[src/rtl/countdown_timer_pkg.sv]
// Shared constants for the MM:SS BCD countdown timer.
`ifndef COUNTDOWN_TIMER_PKG_SV
`define COUNTDOWN_TIMER_PKG_SV

package countdown_timer_pkg;

   typedef enum logic [1:0] {
      ST_IDLE  = 2'b00,
      ST_RUN   = 2'b01,
      ST_PAUSE = 2'b10,
      ST_ALARM = 2'b11
   } state_t;

   localparam logic [3:0]  TENS_MAX  = 4'd5;
   localparam logic [3:0]  ONES_MAX  = 4'd9;
   localparam logic [3:0]  BCD_ZERO  = 4'd0;
   localparam logic [15:0] TIME_ZERO = 16'h0000;
   localparam logic [15:0] TIME_ONE  = 16'h0001;

   // Clamp a load value to the digit's maximum.
   function automatic logic [3:0] sat_digit(input logic [3:0] val, input logic [3:0] max);
      return (val > max) ? max : val;
   endfunction

endpackage

`endif

[src/rtl/countdown_timer_digit.sv]
// Single BCD down-counting digit with load, borrow-in and borrow-out.
module bcd_down_digit
   import countdown_timer_pkg::*;
(
   input  logic       clk,
   input  logic       reset,
   input  logic       load,
   input  logic [3:0] init,
   input  logic       dec,
   input  logic [3:0] max,
   output logic [3:0] digit,
   output logic       bout
);

   // Load wins over a decrement; a decrement from zero wraps to max.
   always_ff @(posedge clk or negedge reset) begin
      if (!reset) begin
         digit <= BCD_ZERO;
      end else if (load) begin
         digit <= sat_digit(init, max);
      end else if (dec) begin
         if (digit == BCD_ZERO) digit <= max;
         else                   digit <= digit - 4'd1;
      end
   end

   // Borrow into the next digit up whenever this one wraps.
   always_comb begin
      bout = dec && (digit == BCD_ZERO);
   end

endmodule

[src/rtl/countdown_timer.sv]
// MM:SS BCD countdown timer with pause, expiry pulse and timed alarm.
//
//  state    | meaning
//  ---------+------------------------------------------------------
//  ST_IDLE  | loaded or expired, waiting for start_resume
//  ST_RUN   | counting down one second per tick
//  ST_PAUSE | digits held until start_resume returns with stop low
//  ST_ALARM | reached 00:00, alarm high for ALARM_TICKS ticks
module countdown_timer
   import countdown_timer_pkg::*;
#(
   parameter int ALARM_TICKS  = 10,
   parameter int SEC_TENS_MAX = 5,
   parameter int ONES_MAX_P   = 9
) (
   input  logic       clk,
   input  logic       reset,
   input  logic       tick,
   input  logic       set,
   input  logic       start_resume,
   input  logic       stop,
   input  logic [3:0] init_min_tens,
   input  logic [3:0] init_min_ones,
   input  logic [3:0] init_sec_tens,
   input  logic [3:0] init_sec_ones,
   output logic [3:0] min_tens,
   output logic [3:0] min_ones,
   output logic [3:0] sec_tens,
   output logic [3:0] sec_ones,
   output logic       running,
   output logic       done,
   output logic       alarm
);

   localparam logic [3:0] TENS_LIM   = 4'(SEC_TENS_MAX);
   localparam logic [3:0] ONES_LIM   = 4'(ONES_MAX_P);
   localparam logic [3:0] ALARM_LOAD = 4'(ALARM_TICKS);

   state_t      state_q, state_d;
   logic [3:0]  alarm_cnt_q;
   logic        dec_en;
   logic        so_bout, st_bout, mo_bout, mt_bout;
   logic [15:0] digits;
   logic        at_zero, at_one;

   assign digits  = {min_tens, min_ones, sec_tens, sec_ones};
   assign at_zero = (digits == TIME_ZERO);
   assign at_one  = (digits == TIME_ONE);

   bcd_down_digit u_sec_ones (
      .clk   (clk),
      .reset (reset),
      .load  (set),
      .init  (init_sec_ones),
      .dec   (dec_en),
      .max   (ONES_LIM),
      .digit (sec_ones),
      .bout  (so_bout)
   );

   bcd_down_digit u_sec_tens (
      .clk   (clk),
      .reset (reset),
      .load  (set),
      .init  (init_sec_tens),
      .dec   (so_bout),
      .max   (TENS_LIM),
      .digit (sec_tens),
      .bout  (st_bout)
   );

   bcd_down_digit u_min_ones (
      .clk   (clk),
      .reset (reset),
      .load  (set),
      .init  (init_min_ones),
      .dec   (st_bout),
      .max   (ONES_LIM),
      .digit (min_ones),
      .bout  (mo_bout)
   );

   bcd_down_digit u_min_tens (
      .clk   (clk),
      .reset (reset),
      .load  (set),
      .init  (init_min_tens),
      .dec   (mo_bout),
      .max   (TENS_LIM),
      .digit (min_tens),
      .bout  (mt_bout)
   );

   // State, alarm counter and registered done pulse.
   always_ff @(posedge clk or negedge reset) begin
      if (!reset) begin
         state_q     <= ST_IDLE;
         alarm_cnt_q <= 4'd0;
         done        <= 1'b0;
      end else begin
         state_q <= state_d;
         done    <= (state_q == ST_RUN) && (state_d == ST_ALARM);
         if (set) begin
            alarm_cnt_q <= 4'd0;
         end else if ((state_q == ST_RUN) && (state_d == ST_ALARM)) begin
            alarm_cnt_q <= ALARM_LOAD;
         end else if (state_q == ST_ALARM) begin
            if (stop)                              alarm_cnt_q <= 4'd0;
            else if (tick && alarm_cnt_q != 4'd0) alarm_cnt_q <= alarm_cnt_q - 4'd1;
         end
      end
   end

   // Next state: set > stop > start_resume > tick.
   always_comb begin
      state_d = state_q;
      if (set) begin
         state_d = ST_IDLE;
      end else begin
         unique case (state_q)
            ST_IDLE: begin
               if (!stop && start_resume && !at_zero) state_d = ST_RUN;
            end
            ST_RUN: begin
               if (stop || !start_resume) state_d = ST_PAUSE;
               // A borrow out of the top digit could only mean the count
               // passed zero; treat it as expiry rather than wrapping.
               else if (tick && (at_one || mt_bout)) state_d = ST_ALARM;
            end
            ST_PAUSE: begin
               if (!stop && start_resume) state_d = ST_RUN;
            end
            ST_ALARM: begin
               if (stop) state_d = ST_IDLE;
               else if (tick && alarm_cnt_q <= 4'd1) state_d = ST_IDLE;
            end
            default: state_d = ST_IDLE;
         endcase
      end
   end

   // Status outputs and the decrement enable for the digit chain.
   always_comb begin
      running = (state_q == ST_RUN);
      alarm   = (state_q == ST_ALARM);
      dec_en  = (state_q == ST_RUN) && !set && !stop && start_resume && tick && !at_zero;
   end

endmodule
[config.mk]
export PLATFORM = sky130hd
export DESIGN_NAME = countdown_timer
export DESIGN_NICKNAME = d
export VERILOG_FILES = /design/src/rtl/countdown_timer_pkg.sv /design/src/rtl/countdown_timer_digit.sv /design/src/rtl/countdown_timer.sv
export SDC_FILE = /design/constraint.sdc
export NUM_CORES = 1
export LEC_CHECK = 0
export ABC_CLOCK_PERIOD_IN_PS = 2650
export CORE_MARGIN = 4
export CORE_UTILIZATION = 49
export DETAILED_ROUTE_END_ITERATION = 10
export GPL_TIMING_DRIVEN = 1
export PLACE_DENSITY = 0.92
export SYNTH_ARGS = -nofsm -noshare
export SYNTH_HDL_FRONTEND = slang
export SYNTH_SLANG_ARGS = --single-unit
[constraint.sdc]
create_clock -name clk -period 2.65 [get_ports clk]
set_input_delay 0.3975 -clock clk [delete_from_list [all_inputs] [get_ports clk]]
set_output_delay 0.3975 -clock clk [all_outputs]
set_load 0.01 [all_outputs]
==> run_results.csv <==
group,metric,value,unit
power_and_ir_drop,power.share.combinational,23.4,%
place,post-place-ws,286.5,ps
logic_synthesis,synth_edf_count,0,
layout,final_cells,267,
clocking,cts_setup_buffers,0,
logic_synthesis,synth_area,0.001585,mm^2
logic_synthesis,yosys_most_used_dff,"dfrtp_1",
clocking,cts_tree,"built",
sta,hold_viol,0,
power_and_ir_drop,switching_share,29.85,%
routing,via_count,1632,
sta,worstMarginPinSlew,617.4,ps
layout,fin_area,0.002076,mm^2
layout,final_cell_mix,"clkdlybuf4s50_1 (40), dfrtp_1 (23), nor2_1 (16)",
logic_synthesis,ys_seq_area_share,36.31,%
layout,layout-drive-gt1-share,8.072,%
floorplanning,top_level_ports,41,
sta,max_freq,445.0,MHz
grt,grt_max_degree,27,
logic_synthesis,synth_fp_nets,207,
setup_path,worst_ep_required_time,2870,ps
sta,min_period,2247,ps
clocking,ctsHtreeMaxLevel,1,
routing,first_iter_violations,83,
grt,grt_usage,20.45,%
sta,fin_skew,6.016,ps
power_and_ir_drop,switchingPower,0.2210,mW
clocking,clk_latency,320,ps
power_and_ir_drop,clockPowerShare,22.9,%
clocking,cts_resized,0,
clocking,cts_root_buf,"clkbuf_4",
layout,n_antenna_cell,0,
setup_path,crit_type,"flop to flop",
routing,viasPerCell,6.112,
flow_run,maxCapViolCount,0,
logic_synthesis,synth-seq-cells,23,
grt,grt_pass1_vias,1552,
grt,overflow,0,
clocking,cts_sinks,23,
logic_synthesis,syn_inst,182,
sta,rsz0062_at_grt,"false",
sta,final.setup.worst_slack,402.8,ps
grt,antenna_found_initial,0,
clocking,clockBufferDepth,2,
place,place_hpwl,3054,um
power_and_ir_drop,ir_worst_vdd,0.2574,mV
place,place_inst,263,
floorplanning,core,0.003078,mm^2
place,port-buffer-count,40,
logic_synthesis,synth_cell_types,51,
sta,tns,0,ps
floorplanning,dieArea,0.004209,mm^2
routing,antenna_left,0,
outcome,status,"finished clean",
setup_path,cp-end-kind,"flop",
grt,grt_pass1_wl,6941,um
logic_synthesis,yosysWarningCount,0,
power_and_ir_drop,internal-power,0.5193,mW
layout,syn2layout_area_growth,30.94,%
power_and_ir_drop,power.density,356.6,mW/mm^2
floorplanning,dieHeight,64.88,um
min_path,hold_path_class,"input pin to async pin",
power_and_ir_drop,p_seq_share,53.7,%
floorplanning,num_rows,20,
routing,drt_wl_total,4074,um
logic_synthesis,synth.avg_cell_area,8.710,um^2
layout,final_common_cell,"clkdlybuf4s50_1",
clocking,path_clk_slew,140,ps
layout,fin_nets,249,
floorplanning,die_x,64.88,um
power_and_ir_drop,p_leak,0.8028,nW
place,place_congestion,0.9384,
setup_path,path_max_fanout,10,
clocking,numCtsBuffers,3,
power_and_ir_drop,power,0.7403,mW
sta,drv_slew,0,
floorplanning,initial_utilization,51.50,%
sta,finalCritPeriodShare,84.80,%
sta,slew_headroom,58.76,%
setup_path,start_kind,"flop",
routing,drc,0,
sta,setup_viol,0,
place,postPlaceCellArea,0.002048,mm^2
logic_synthesis,synthArstFlopShare,100.0,%
routing,routedWlPerCell,15.26,um
routing,dr.pass1.iters,4,
clocking,cts_hold_buf,0,
setup_path,worstPathArrival,2470,ps
==> registers in the layout (all words and copies together), names as in the netlist <==
signal / count
alarm_cnt_q: 4
done: 1
state_q: 2
u_min_ones.digit: 4
u_min_tens.digit: 4
u_sec_ones.digit: 4
u_sec_tens.digit: 4
==> logic make-up after synthesis <==
| family | after synthesis | share of synthesized area [%] |
|---|---|---|
| AOI/OAI and AO/OA | 44 | 21.15 |
| and+or+nand+nor | 89 | 33.47 |
| DFF | 23 | 36.31 |
| muxes | 2 | 1.263 |
| adders and majority gates | 3 | 2.368 |
| buffers and inverters | 21 | 5.446 |
==> power by group through the flow <==
stage                     clock network, mW  registers (mW)  logic (mW)
after floorplan                           0           0.406      0.0701
after global placement                    0           0.403       0.170
after detailed placement                  0           0.403       0.173
after CTS                             0.172           0.397       0.174
after global routing                  0.192           0.402       0.188
final                                 0.170           0.397       0.173
==> per-stage QoR <==
| stage | utilization, % | hold WS, ps |
|---|---|---|
| floorplan | - | 101.9 |
| global placement | 66.54 | 551.2 |
| detailed placement | 66.54 | 544.7 |
| CTS | 67.44 | 427.6 |
| global route | 67.44 | 429.8 |
| finish | 67.44 | 409.8 |
==> synthesized netlist by cell type, types with 2 or more instances <==
master,n,share of area [%]
clkbuf_1,9,2.1
a21oi_1,3,0.95
and3_1,3,1.2
o21ai_0,5,1.6
or4_1,3,1.4
a311oi_1,2,1.1
o311a_1,2,1.3
o211ai_1,5,2.4
a211oi_1,2,0.95
nor4_1,9,3.6
o41ai_1,2,1.1
nor2b_1,5,2.0
nor3_1,6,1.9
nand4_1,6,2.4
a31oi_1,5,2.0
dfrtp_1,23,36
nand2_1,14,3.3
inv_1,11,2.6
o31a_1,5,2.8
nor3b_1,4,1.9
mux2i_1,2,1.3
nor2_1,16,3.8
nor4b_1,2,1.1
nand3_1,4,1.3
ha_1,3,2.4
or3_1,3,1.2
nand3b_1,4,1.9
==> final cells by class <==
| cell class | instances | area [um^2] |
|---|---|---|
| clock buffers | 3 | 22.52 |
| clock inverters | 1 | 5.005 |
| fillers | 254 | 1002 |
| inverters | 11 | 41.29 |
| multi-input cells | 138 | 923.4 |
| flip-flops and latches | 23 | 575.6 |
| well taps | 44 | 55.05 |
| repair buffers | 47 | 452.9 |
==> worst paths after layout <==
| path | from | end | slack (ps) | depth (start not counted) |
|---|---|---|---|---|
| max | u_min_ones.digit[1] | u_sec_tens.digit[0] | 400 | 4 |
| min reg2reg | u_min_tens.digit[3] | u_min_tens.digit[3] | 560 | 1 |
| min | reset | u_min_ones.digit[1] | 410 | 2 |
| max reg2reg | u_min_ones.digit[1] | u_sec_tens.digit[0] | 400 | 4 |
| max in group asynchronous | reset | alarm_cnt_q[0] | 2000 | 2 |
| min in group clk | u_min_tens.digit[3] | u_min_tens.digit[3] | 560 | 1 |
==> critical path, stage by stage (launching register included) <==
cell	delay (ps)
dfrtp_1	470
or4_1	640
nor4_4	560
nor4b_1	170
o31a_1	300
==> per-layer routing <==
metal	global-route usage, %	up-vias	part of all wire, %
met5	0	-	0
met3	2.946	6	6.7
met4	6.069	0	1.2
li1	-	796	-
met2	33.21	69	47
met1	28.06	761	45
Note: power is estimated with default switching activity, not from simulation.
==> RTL edit 1, RTL diff (config.mk and constraints unchanged) <==
Register the output `running`; this adds one clock of latency there. The other outputs are not delayed to match.
--- a/src/rtl/countdown_timer.sv
+++ b/src/rtl/countdown_timer.sv
@@ -37,2 +37,4 @@
    localparam logic [3:0] ALARM_LOAD = 4'(ALARM_TICKS);
+
+   logic running_d;
 
@@ -143,3 +145,3 @@
    always_comb begin
-      running = (state_q == ST_RUN);
+      running_d = (state_q == ST_RUN);
       alarm   = (state_q == ST_ALARM);
@@ -148,2 +150,6 @@
 
+   always_ff @(posedge clk) begin
+      running <= running_d;
+   end
+
 endmodule
Check against the original RTL: not equivalent (Yosys sat finds a counterexample within 4 cycles, from zero or initial values and one cycle with reset low).
==> RTL edit 1 against the unedited design <==
Sequential share of layout area up 2.2 points; cell count down 7.1%; power up 10%; combinational power up 12%; count of clock-buffer cells in the layout up 1; sequential cell count up 1; critical path depth up 3; global-route usage down 2.1 points; first-iteration DRC count up 1.2%; area after synthesis down 4.0%; wire length down 12%; largest power group unchanged; final area down 4.2%; critical endpoint is now u_min_tens.digit[1]$_DFFE_PN0P_; setup slack better by 0.037 ns; non-clock buffer count down 4.
==> RTL edit 1: results (changes against the unedited design) <==
status=completed (unchanged); worst vdd ir=0.2673 mV (was 0.2574 mV); WP data arrival=2.42 ns (was 2.47 ns); Slew Limit Fails=0 (unchanged); via count=1,481 (was 1,632); synth top area cells=dfrtp_1 38%, nor2_1 5.4%, a21oi_1 3.9% (was dfrtp_1 36%, nor2_1 3.8%, nor4_1 3.6%); # Post-CTS Setup Buffers=0 (unchanged); library cells used by synthesis=52 (was 51); nets=243 (was 249); Syn Nets=201 (was 207); root buffer cell=clkbuf_4 (unchanged); setup TNS=0 ns (unchanged); Synth Flop Type=dfrtp_1 (unchanged); n_diodes=0 (unchanged); Max FO, Critical Path=5 (was 10); initial antenna violation count=0 (unchanged); clock slew seen by the registers of the worst setup and hold paths=0.14 ns (about the same); wire per inst=14.46 µm (was 15.26 µm); leakage power=0.7886 nW (was 0.8028 nW); Rel. slew slack=60.27% (was 58.76%); Final Skew=0.007324 ns (was 0.006016 ns); DP Wirelength=2756 µm (was 3054 µm); largest net degree at the start of global routing=25 (was 27); Initial DRC Count=84 (was 83); post-synthesis sequential area ratio=39.14% (was 36.31%); first drt pass iteration count=4 (unchanged); vias in the first global route=1,401 (was 1,552); post-cts resize count=0 (unchanged); number of fill cells=246 (was 254); Async SR Flop Fraction=95.83% (was 100.0%); Skew-Pair Late Insertion Delay=0.32 ns (about the same); first-pass GRT wire length=5989 µm (was 6941 µm); Total Routing Usage GR=18.30% (was 20.45%); GPL Wtd Cong=0.8436 (was 0.9384); layout cells sized above 1=7.834% (was 8.072%); Synth top cells by count=23 x dfrtp_1, 22 x nor2_1, 15 x nand2_1 (was 23 x dfrtp_1, 16 x nor2_1, 14 x nand2_1); port bufs=40 (unchanged); P_int=576.0 µW (was 519.3 µW)
==> RTL edit 1: changes by cell type after synthesis, moves of 5 or more <==
| cell | delta |
|---|---|
| nor2_1 | +6 |
| nor3_1 | +6 |
| nor4_1 | -6 |
| o21ai_0 | +6 |
| clkbuf_1 | -5 |
| a21oi_1 | +9 |
==> RTL edit 1: critical path: stages <==
cell	delay (ns)
clkdlybuf4s50_1	0.48
nor4b_4	0.45
nand4b_2	0.22
nor4_2	0.47
nand2b_1	0.11
a21boi_0	0.21
o21ai_1	0.08
==> RTL edit 1: layout make-up <==
cell class / count / share of cell area, %
inverters: 8 / 1.510
repair buffers: 43 / 21.27
clock buffers: 4 / 1.825
flip-flops and latches: 24 / 29.96
well taps: 31 / 1.951
multi-input cells: 138 / 43.49
==> RTL edit 1: logic make-up (layout without fill, tap and decap cells) <==
logic type,count (synthesis),count (layout),synth area share (%)
AOI/OAI and AO/OA,53,53,23.44
xor gates and xnor gates,5,5,2.879
adders and majority gates,3,3,2.467
buffers and inverters,14,55,4.029
DFF,24,24,39.14
muxes,2,2,1.316
and+or+nand+nor,75,75,26.73
==> RTL edit 1: worst paths after layout <==
| kind | cells past startpoint | start | end | slack (ns) |
|---|---|---|---|---|
| setup / recovery | 7 | set | u_min_tens.digit[1]$_DFFE_PN0P_ | 0.44 |
| hold / removal | 2 | reset | alarm_cnt_q[3]$_DFFE_PN0P_ | 0.41 |
| setup reg to reg | 6 | u_min_ones.digit[0]$_DFFE_PN0P_ | alarm_cnt_q[1]$_DFFE_PN0P_ | 0.47 |
| max in group asynchronous | 2 | reset | u_min_ones.digit[3]$_DFFE_PN0P_ | 2.01 |
| hold reg to reg | 1 | u_min_tens.digit[3]$_DFFE_PN0P_ | u_min_tens.digit[3]$_DFFE_PN0P_ | 0.56 |
| min in group clk | 1 | u_min_tens.digit[3]$_DFFE_PN0P_ | u_min_tens.digit[3]$_DFFE_PN0P_ | 0.56 |
==> RTL edit 1: metal layers <==
metal	GRT usage [%]	part of all wire, %
met4	5.930	1.5
met5	0	0
met2	32.86	51
met1	21.85	44
met3	3.552	3.9
==> RTL edit 1: per-stage QoR <==
stage          instances  area, µm²  setup WS [ns]
2_1_floorplan        176       1521         0.6005
3_3_place_gp         244       1952         0.2303
3_5_place_dp         244       1952         0.1221
4_1_cts              248       1988         0.4563
5_1_grt              248       1988         0.2923
6_report             248       1988         0.4394
==> RTL edit 1: power groups by stage <==
stage / Sequential (mW) / Clock, mW / Combinational [mW]
final: 0.424 / 0.198 / 0.193
after global routing: 0.429 / 0.214 / 0.213
after detailed placement: 0.431 / 0 / 0.194
after CTS: 0.424 / 0.200 / 0.195
after global placement: 0.430 / 0 / 0.190
after floorplan: 0.431 / 0 / 0.0895
==> RTL edit 2, RTL diff (config.mk and constraints unchanged) <==
Made on the original files. Change the parameter `ONES_MAX_P` from 9 to 6.
--- a/src/rtl/countdown_timer.sv
+++ b/src/rtl/countdown_timer.sv
@@ -13,3 +13,3 @@
    parameter int SEC_TENS_MAX = 5,
-   parameter int ONES_MAX_P   = 9
+   parameter int ONES_MAX_P   = 6
 ) (
Formal check against the unedited RTL: not equivalent (Yosys sat finds a counterexample within 4 cycles, from zero or initial values and one cycle with reset low).
==> RTL edit 2 against the unedited design <==
Cell count is 1.5% higher; setup slack gained 0.021 ns; critical path type unchanged; area after synthesis increased by 1.7%; sequential cell count is the same; power increased by 0.65%; highest routed layer unchanged; wire length is 2.6% higher; final area is 2.8% higher; largest cell class unchanged.
==> RTL edit 2: results (changes against the unedited design) <==
Least-Margin Pin Slew=0.4387 ns (was 0.6174 ns); Area Growth Syn to Fin=32.27% (was 30.94%); Num CTS Buffers=3 (unchanged); grt met2 use=35.65% (was 33.21%); drt total wl=4181 µm (was 4074 µm); clock buf count=4 (was 3); Plain + repair buffers=49 (was 47); mux contribution to synthesized area=2.483% (was 1.263%); comb_multi_in=140 (was 138); Final Skew=0.007081 ns (was 0.006016 ns); number of vias per cell=5.970 (was 6.112); vias in the first global route=1,621 (was 1,552); M1 WL=1852 µm (was 1845 µm); complex-gate fraction of the synthesized area=19.55% (was 21.15%); Initial DRC Count=133 (was 83); GPL Wtd Cong=0.8577 (was 0.9384); ClkCell Share=1.232% (was 1.326%); multi-input combinational area share=45.34% (was 44.48%); num sequential=23 (unchanged); syn avg cell area=8.910 µm² (was 8.710 µm²); H-Tree Depth=1 (unchanged); Critical Path Max Stage Delay=0.48 ns (was 0.64 ns); worst vdd ir=0.2496 mV (was 0.2574 mV); nets=258 (was 249); largest net degree at the start of global routing=26 (was 27); non-clk buf share=21.94% (was 21.82%); DR WL met2=2007 µm (was 1907 µm); post-synthesis sequential area ratio=35.69% (was 36.31%); net switching fraction of the power=29.51% (was 29.85%); first drt pass iteration count=4 (unchanged); number of fill cells=268 (was 254); Max FO, Critical Path=6 (was 10); dpl cells=267 (was 263); detailed route wirelength on metal3=228 µm (was 272 µm); Syn Nets=211 (was 207); clock buffer depth=2 (unchanged); DP Wirelength=3110 µm (was 3054 µm); worst-path cell with the longest stage delay=or4b_1 (was or4_1); Total Routing Usage GR=21.49% (was 20.45%); Seq power=392 µW (was 397 µW); Adder-Cell Fraction of Synth Area=6.206% (was 2.368%); status=completed (unchanged)
==> RTL edit 2: final timing paths <==
check | from | end | slack, ns | cells past startpoint
worst max-delay path | u_min_ones.digit[0]$_DFFE_PN0P_ | u_min_tens.digit[2]$_DFFE_PN0P_ | 0.42 | 6
worst min-delay path | reset | u_min_tens.digit[3]$_DFFE_PN0P_ | 0.43 | 2
worst max register to register | u_min_ones.digit[0]$_DFFE_PN0P_ | u_min_tens.digit[2]$_DFFE_PN0P_ | 0.42 | 6
worst min register to register | alarm_cnt_q[1]$_DFFE_PN0P_ | alarm_cnt_q[1]$_DFFE_PN0P_ | 0.60 | 2
max in group asynchronous | reset | u_sec_ones.digit[3]$_DFFE_PN0P_ | 1.98 | 2
min in group clk | alarm_cnt_q[1]$_DFFE_PN0P_ | alarm_cnt_q[1]$_DFFE_PN0P_ | 0.60 | 2
